--- config.mk ---
export PLATFORM = sky130hd
export DESIGN_NAME = muldiv_multicycle_sequencer
export DESIGN_NICKNAME = d
export VERILOG_FILES = /design/src/rtl/muldiv_multicycle_sequencer.sv
export SDC_FILE = /design/constraint.sdc
export NUM_CORES = 1
export LEC_CHECK = 0
export BUFFER_PORTS_ARGS = -buffer_cell sky130_fd_sc_hd__buf_4
export CAP_MARGIN = 20
export CORE_ASPECT_RATIO = 0.6
export CORE_MARGIN = 3
export CORE_UTILIZATION = 30
export CTS_BUF_LIST = sky130_fd_sc_hd__clkbuf_16
export DETAILED_ROUTE_END_ITERATION = 10
export PLACE_DENSITY = 0.54
export SETUP_SLACK_MARGIN = 0.15
export SLEW_MARGIN = 0
export SYNTH_ARGS = -nofsm -noshare
export SYNTH_HDL_FRONTEND = slang
export SYNTH_SLANG_ARGS = --single-unit
--- constraint.sdc ---
create_clock -name clock_in -period 1.48 [get_ports clock_in]
set_input_delay 0.37 -clock clock_in [delete_from_list [all_inputs] [get_ports clock_in]]
set_output_delay 0.37 -clock clock_in [all_outputs]
set_load 0.02 [all_outputs]
--- src/rtl/muldiv_multicycle_sequencer.sv ---
// muldiv_multicycle_sequencer
// Takes one multiply/divide op from the main controller, starts the
// long-latency arithmetic unit, waits out the class latency and then
// issues a single write-back cycle (HI/LO or GPR) with a done pulse.
// Also handles back-to-back issue from WB, abort, divide-by-zero
// short-cut and illegal op reporting.
module muldiv_multicycle_sequencer #(
  parameter int MULT_CYCLES   = 17,
  parameter int DIV_CYCLES    = 33,
  parameter bit DIV_ZERO_SKIP = 1'b1,
  parameter int REG_ADDR_W    = 5
) (
  input  logic                  clock_in,
  input  logic                  reset_signal,
  input  logic                  op_valid,
  output logic                  op_ready,
  input  logic [2:0]            op_code,
  input  logic [REG_ADDR_W-1:0] op_rd,
  input  logic                  divisor_zero,
  input  logic                  abort,
  output logic                  unit_start,
  output logic                  unit_div,
  output logic                  unit_signed,
  output logic                  busy,
  output logic                  hi_wena,
  output logic                  lo_wena,
  output logic                  rf_wena,
  output logic [REG_ADDR_W-1:0] rf_waddr,
  output logic                  done,
  output logic                  dz_flag,
  output logic                  illegal_op
);

  localparam int MAX_CYCLES = (MULT_CYCLES > DIV_CYCLES) ? MULT_CYCLES : DIV_CYCLES;
  localparam int CNT_W      = $clog2(MAX_CYCLES + 1);

  // The counter is loaded with latency-1 so that count 0 marks the last RUN cycle
  localparam logic [CNT_W-1:0] MULT_LOAD = CNT_W'(MULT_CYCLES - 1);
  localparam logic [CNT_W-1:0] DIV_LOAD  = CNT_W'(DIV_CYCLES - 1);

  typedef enum logic [1:0] {
    IDLE,
    RUN,
    WB
  } state_t;

  state_t           state;
  logic [CNT_W-1:0] count;
  logic             op_is_mul;
  logic             wb_hilo;
  logic             wb_rf;
  logic             wb_done;
  logic             wb_dz;

  logic accept;
  logic op_legal;
  logic op_div;
  logic op_signed;
  logic dz_skip;

  // Handshake and decode of the op currently offered by the controller
  always_comb begin
    op_ready  = ((state == IDLE) || (state == WB)) && !abort && !reset_signal;
    accept    = op_valid && op_ready;
    op_legal  = (op_code <= 3'd4);
    op_div    = (op_code == 3'd2) || (op_code == 3'd3);
    op_signed = (op_code == 3'd0) || (op_code == 3'd2) || (op_code == 3'd4);
    dz_skip   = DIV_ZERO_SKIP && op_div && divisor_zero;
  end

  // Write-back strobes are registered but an abort arriving during WB must still kill them
  always_comb begin
    busy    = (state != IDLE);
    hi_wena = wb_hilo && !abort;
    lo_wena = wb_hilo && !abort;
    rf_wena = wb_rf && !abort;
    done    = wb_done && !abort;
    dz_flag = wb_dz && !abort;
  end

  // Sequencer FSM: accept in IDLE/WB, count latency in RUN, one write-back cycle in WB
  always_ff @(posedge clock_in) begin
    if (reset_signal) begin
      state       <= IDLE;
      count       <= '0;
      op_is_mul   <= 1'b0;
      unit_start  <= 1'b0;
      unit_div    <= 1'b0;
      unit_signed <= 1'b0;
      rf_waddr    <= '0;
      wb_hilo     <= 1'b0;
      wb_rf       <= 1'b0;
      wb_done     <= 1'b0;
      wb_dz       <= 1'b0;
      illegal_op  <= 1'b0;
    end else begin
      unit_start <= 1'b0;
      wb_hilo    <= 1'b0;
      wb_rf      <= 1'b0;
      wb_done    <= 1'b0;
      wb_dz      <= 1'b0;
      illegal_op <= 1'b0;
      case (state)
        IDLE, WB: begin
          state <= IDLE;
          if (accept) begin
            if (op_legal) begin
              // Unit controls and destination stay latched until the next legal op
              unit_div    <= op_div;
              unit_signed <= op_signed;
              rf_waddr    <= op_rd;
              op_is_mul   <= (op_code == 3'd4);
              if (dz_skip) begin
                state   <= WB;
                wb_done <= 1'b1;
                wb_dz   <= 1'b1;
              end else begin
                state      <= RUN;
                count      <= op_div ? DIV_LOAD : MULT_LOAD;
                unit_start <= 1'b1;
              end
            end else begin
              illegal_op <= 1'b1;
            end
          end
        end
        RUN: begin
          if (abort) begin
            state <= IDLE;
          end else if (count == '0) begin
            state   <= WB;
            wb_done <= 1'b1;
            wb_hilo <= !op_is_mul;
            wb_rf   <= op_is_mul;
          end else begin
            count <= count - CNT_W'(1);
          end
        end
        default: begin
          state <= IDLE;
        end
      endcase
    end
  end

endmodule

==> run metrics <==
outcome complete, no violations; kind of launch point of the worst setup path input pin; Final HPWL DP 2.05 mm; final clock skew 0.000858 ns; total setup violations reported at the end of the flow 0; endpoint of the most critical register-to-register path count[5]; required arrival time at the worst endpoint 1.11 ns; DIE AREA 4020 sq um; crit share post-route 95.9%; Syn-to-layout area delta 50.3%; number of instances in the synthesized netlist 117; Post-Syn Nets 131; number of vias per cell after detailed routing 4.84; number of antenna violations at the first check in global routing 0; element type at the critical path end primary output; Top delay family on crit path buffers and inverters; fillcell total 303; crit path from reset_signal; final antenna-violating net count 0; destination of the critical timing path op_ready; share of the synthesized area in the top cell type 44.8%; DR DRC count 0; first-pass GRT wire length 4.45 mm; overall fraction of global-route tracks in use 14.4%; depth of the most critical reg-to-reg path 5; clock root buffer clkbuf_16; final routed wire length divided by cell count 13.7 um; Worst Path Max Fanout 5; clock transition at the registers of the reported paths 0.06 ns; placeable core region 3000 sq um; mean instance size in the synthesized netlist 8.41 sq um; beginning of the worst register-to-register path state[0]; Achievable Freq 0.705 GHz; maximum number of pins on one net before global-route repair 16; maximum level of the CTS H-tree 1; Chip Height 50.4 um; biggest area consumer among synthesized cells dfxtp_1; total of buffers placed on input and output ports 28; slowest cell delay on critical path 0.21 ns; sum of routed wire length over all layers 2.77 mm; Final Hold Violating Endpoints 0; EDFF count, synth 0; number of global-route vias before repair 938; combined flip-flop and latch cell area 452 sq um; Synth Cell Area 983 sq um; pin slew with the least headroom to its limit 0.357 ns; most used standard cells in the synthesized netlist dfxtp_1 (22), a21oi_1 (17), nor2_1 (11); clock sink count 22; buffers from clock root to sink, at most 2; Yosys warning total 0; Iteration-0 DRC Markers 45; slowest cell on the critical path nor3_2; source-to-sink clock delay at the later pin of the worst-skew pair 0.25 ns; total buffers and inverters traversed by the critical path 3; most instantiated library cell after synthesis dfxtp_1; First-pass DRT Iterations 4; number of buffers created by CTS 3; Routability Congestion 0.825; slew margin rel. 76.0%; number of vias after detailed routing 978; width of the die 79.9 um; register bit total from synthesis 22; stages on the worst setup path 4; maximum vdd drop 690 uV; final critical-path required period 1.42 ns; clock tree from TritonCTS yes; post-placement cell count 197; grt ovf 0; data arrival time at the worst-slack endpoint 1.05 ns; largest cells by area after synthesis dfxtp_1 (45%), a21oi_1 (8.7%), nor2_1 (4.2%); most frequent CP cell buf_4; FF-to-FF setup slack 0.08 ns; Overall Power 1320 uW; non-filler instance count after layout 202; number of unique standard cell types used by synthesis 31; proportion of synthesized flip-flops having asynchronous set or reset 0%; total area of multi-input combinational cells 534 sq um; effective utilization at floorplan 32.7%; cell row count 15; type of the worst setup path in -> out; Boundary Pins 29; cells traversed along the worst timing path buf_4 > buf_4 > nor3_2 > buf_4; setup repair after global routing missed its margin true; max capacitance violation total 0; final slew viol count 0; Synth Flop Type dfxtp_1; leakage component of the power 0.000611 uW; sequential area share after synthesis 44.8%; antenna diode instance count 0; Hold Path Class in -> reg; nets@finish 175; power density over the cells 894 nW/um^2; share of post-route cells with drive strength above 1 41.3%
==> power by group <==
part	switching, uW	internal (uW)	total (uW)	leakage (uW)
logic	77.9	69.3	147	0.000391
registers	7.00	602	609	0.000182
clock network	204	360	565	0.0000385
total	289	1030	1320	0.000611
==> per-stage QoR <==
stage          hold slack [ns]  util, %  TNS, ns  cell area [sq um]  worst slack, ns
3_5_place_dp             0.404     44.6  -0.0132               1340          -0.0132
4_1_cts                  0.381     47.8        0               1440           0.0648
6_report                 0.383     49.2        0               1480           0.0610
3_3_place_gp             0.408     44.6        0               1340           0.0147
5_1_grt                  0.382     49.2        0               1480           0.0383
2_1_floorplan            0.393        -   -0.195               1000          -0.0911
==> metal layers <==
metal	vias to the layer above	share of wire [%]	track usage, %
met5	-	0	0
met4	0	0.51	3.65
met3	2	5.1	4.48
met2	32	46	21.3
met1	445	49	20.1
li1	499	-	-
==> kinds of logic (layout without fill, tap and decap cells) <==
group / count (synthesis) / after routing / share of synthesized area [%]
and+or+nand+nor: 51 / 51 / 28.4
AOI/OAI and AO/OA: 32 / 32 / 20.1
DFF: 22 / 22 / 44.8
buffers and inverters: 11 / 54 / 5.47
adders and majority gates: 1 / 1 / 1.27
==> final cells by class <==
cell class              count  share of cell area [%]
clock buffers               3                    5.08
flip-flops and latches     22                    30.6
repair buffers             44                    22.9
inverters                   6                    1.52
clock inverters             1                   0.254
multi-input cells          84                    36.2
well taps                  42                    3.56
==> cell usage in the layout, fill, tap and decap left out <==
master,synthesis,routed
buf_4,1,42
a21oi_1,17,16
dfxtp_1,22,15
nor2_1,11,10
nand2_1,9,9
nand3_1,8,8
nor2b_1,6,6
dfxtp_2,0,6
inv_1,6,5
nor3_1,7,5
nand2b_1,4,4
o21ai_0,3,3
clkbuf_16,0,3
o21ai_1,3,2
buf_6,1,2
or2_2,1,1
inv_2,0,1
nor3_2,0,1
nor4b_4,1,1
nand2_4,1,1
and4bb_1,1,1
nor3_4,0,1
nand4_1,1,1
o21ai_4,1,1
a311o_1,1,1
a311oi_2,0,1
nor2_2,0,1
a21oi_2,0,1
and3_1,1,1
o21bai_1,1,1
o32ai_1,1,1
a22oi_1,1,1
a31oi_1,1,1
a221o_1,1,1
o21ai_2,0,1
a211oi_1,1,1
ha_4,0,1
clkinv_1,0,1
dfxtp_4,0,1
==> timing repair <==
item                                   CTS  global route
setup buffers                            0             1
hold buffers                             0             0
endpoints found under the hold margin    0             0
setup endpoints to repair               11            12
resized for setup                        7            11
pin swaps                                3             3
gates cloned                             0             0
==> sequential cells by signal, indices dropped and copies added, names as in the netlist <==
name / cells
unit_div: 1
wb_dz: 1
rf_waddr: 5
unit_start: 1
wb_done: 1
state: 2
wb_hilo: 1
illegal_op: 1
op_is_mul: 1
unit_signed: 1
wb_rf: 1
count: 6
==> worst min-delay path by stage <==
stage	slack [ns]	depth (start not counted)	to	from
2_1_floorplan	0.39	1	wb_hilo	op_is_mul
3_3_place_gp	0.41	1	wb_hilo	op_is_mul
3_5_place_dp	0.40	1	wb_hilo	op_is_mul
4_1_cts	0.38	3	rf_waddr[1]	op_rd[1]
5_1_grt	0.38	3	rf_waddr[1]	op_rd[1]
6_report	0.38	3	rf_waddr[1]	op_rd[1]
==> worst register-to-register path: stages, from the launching register on <==
cell and delay [ns]:
dfxtp_4 0.36, nor4b_4 0.25, buf_4 0.18, o21ai_4 0.09, a221o_1 0.38, o21ai_2 0.06
Note: power is estimated with default switching activity, not from simulation.
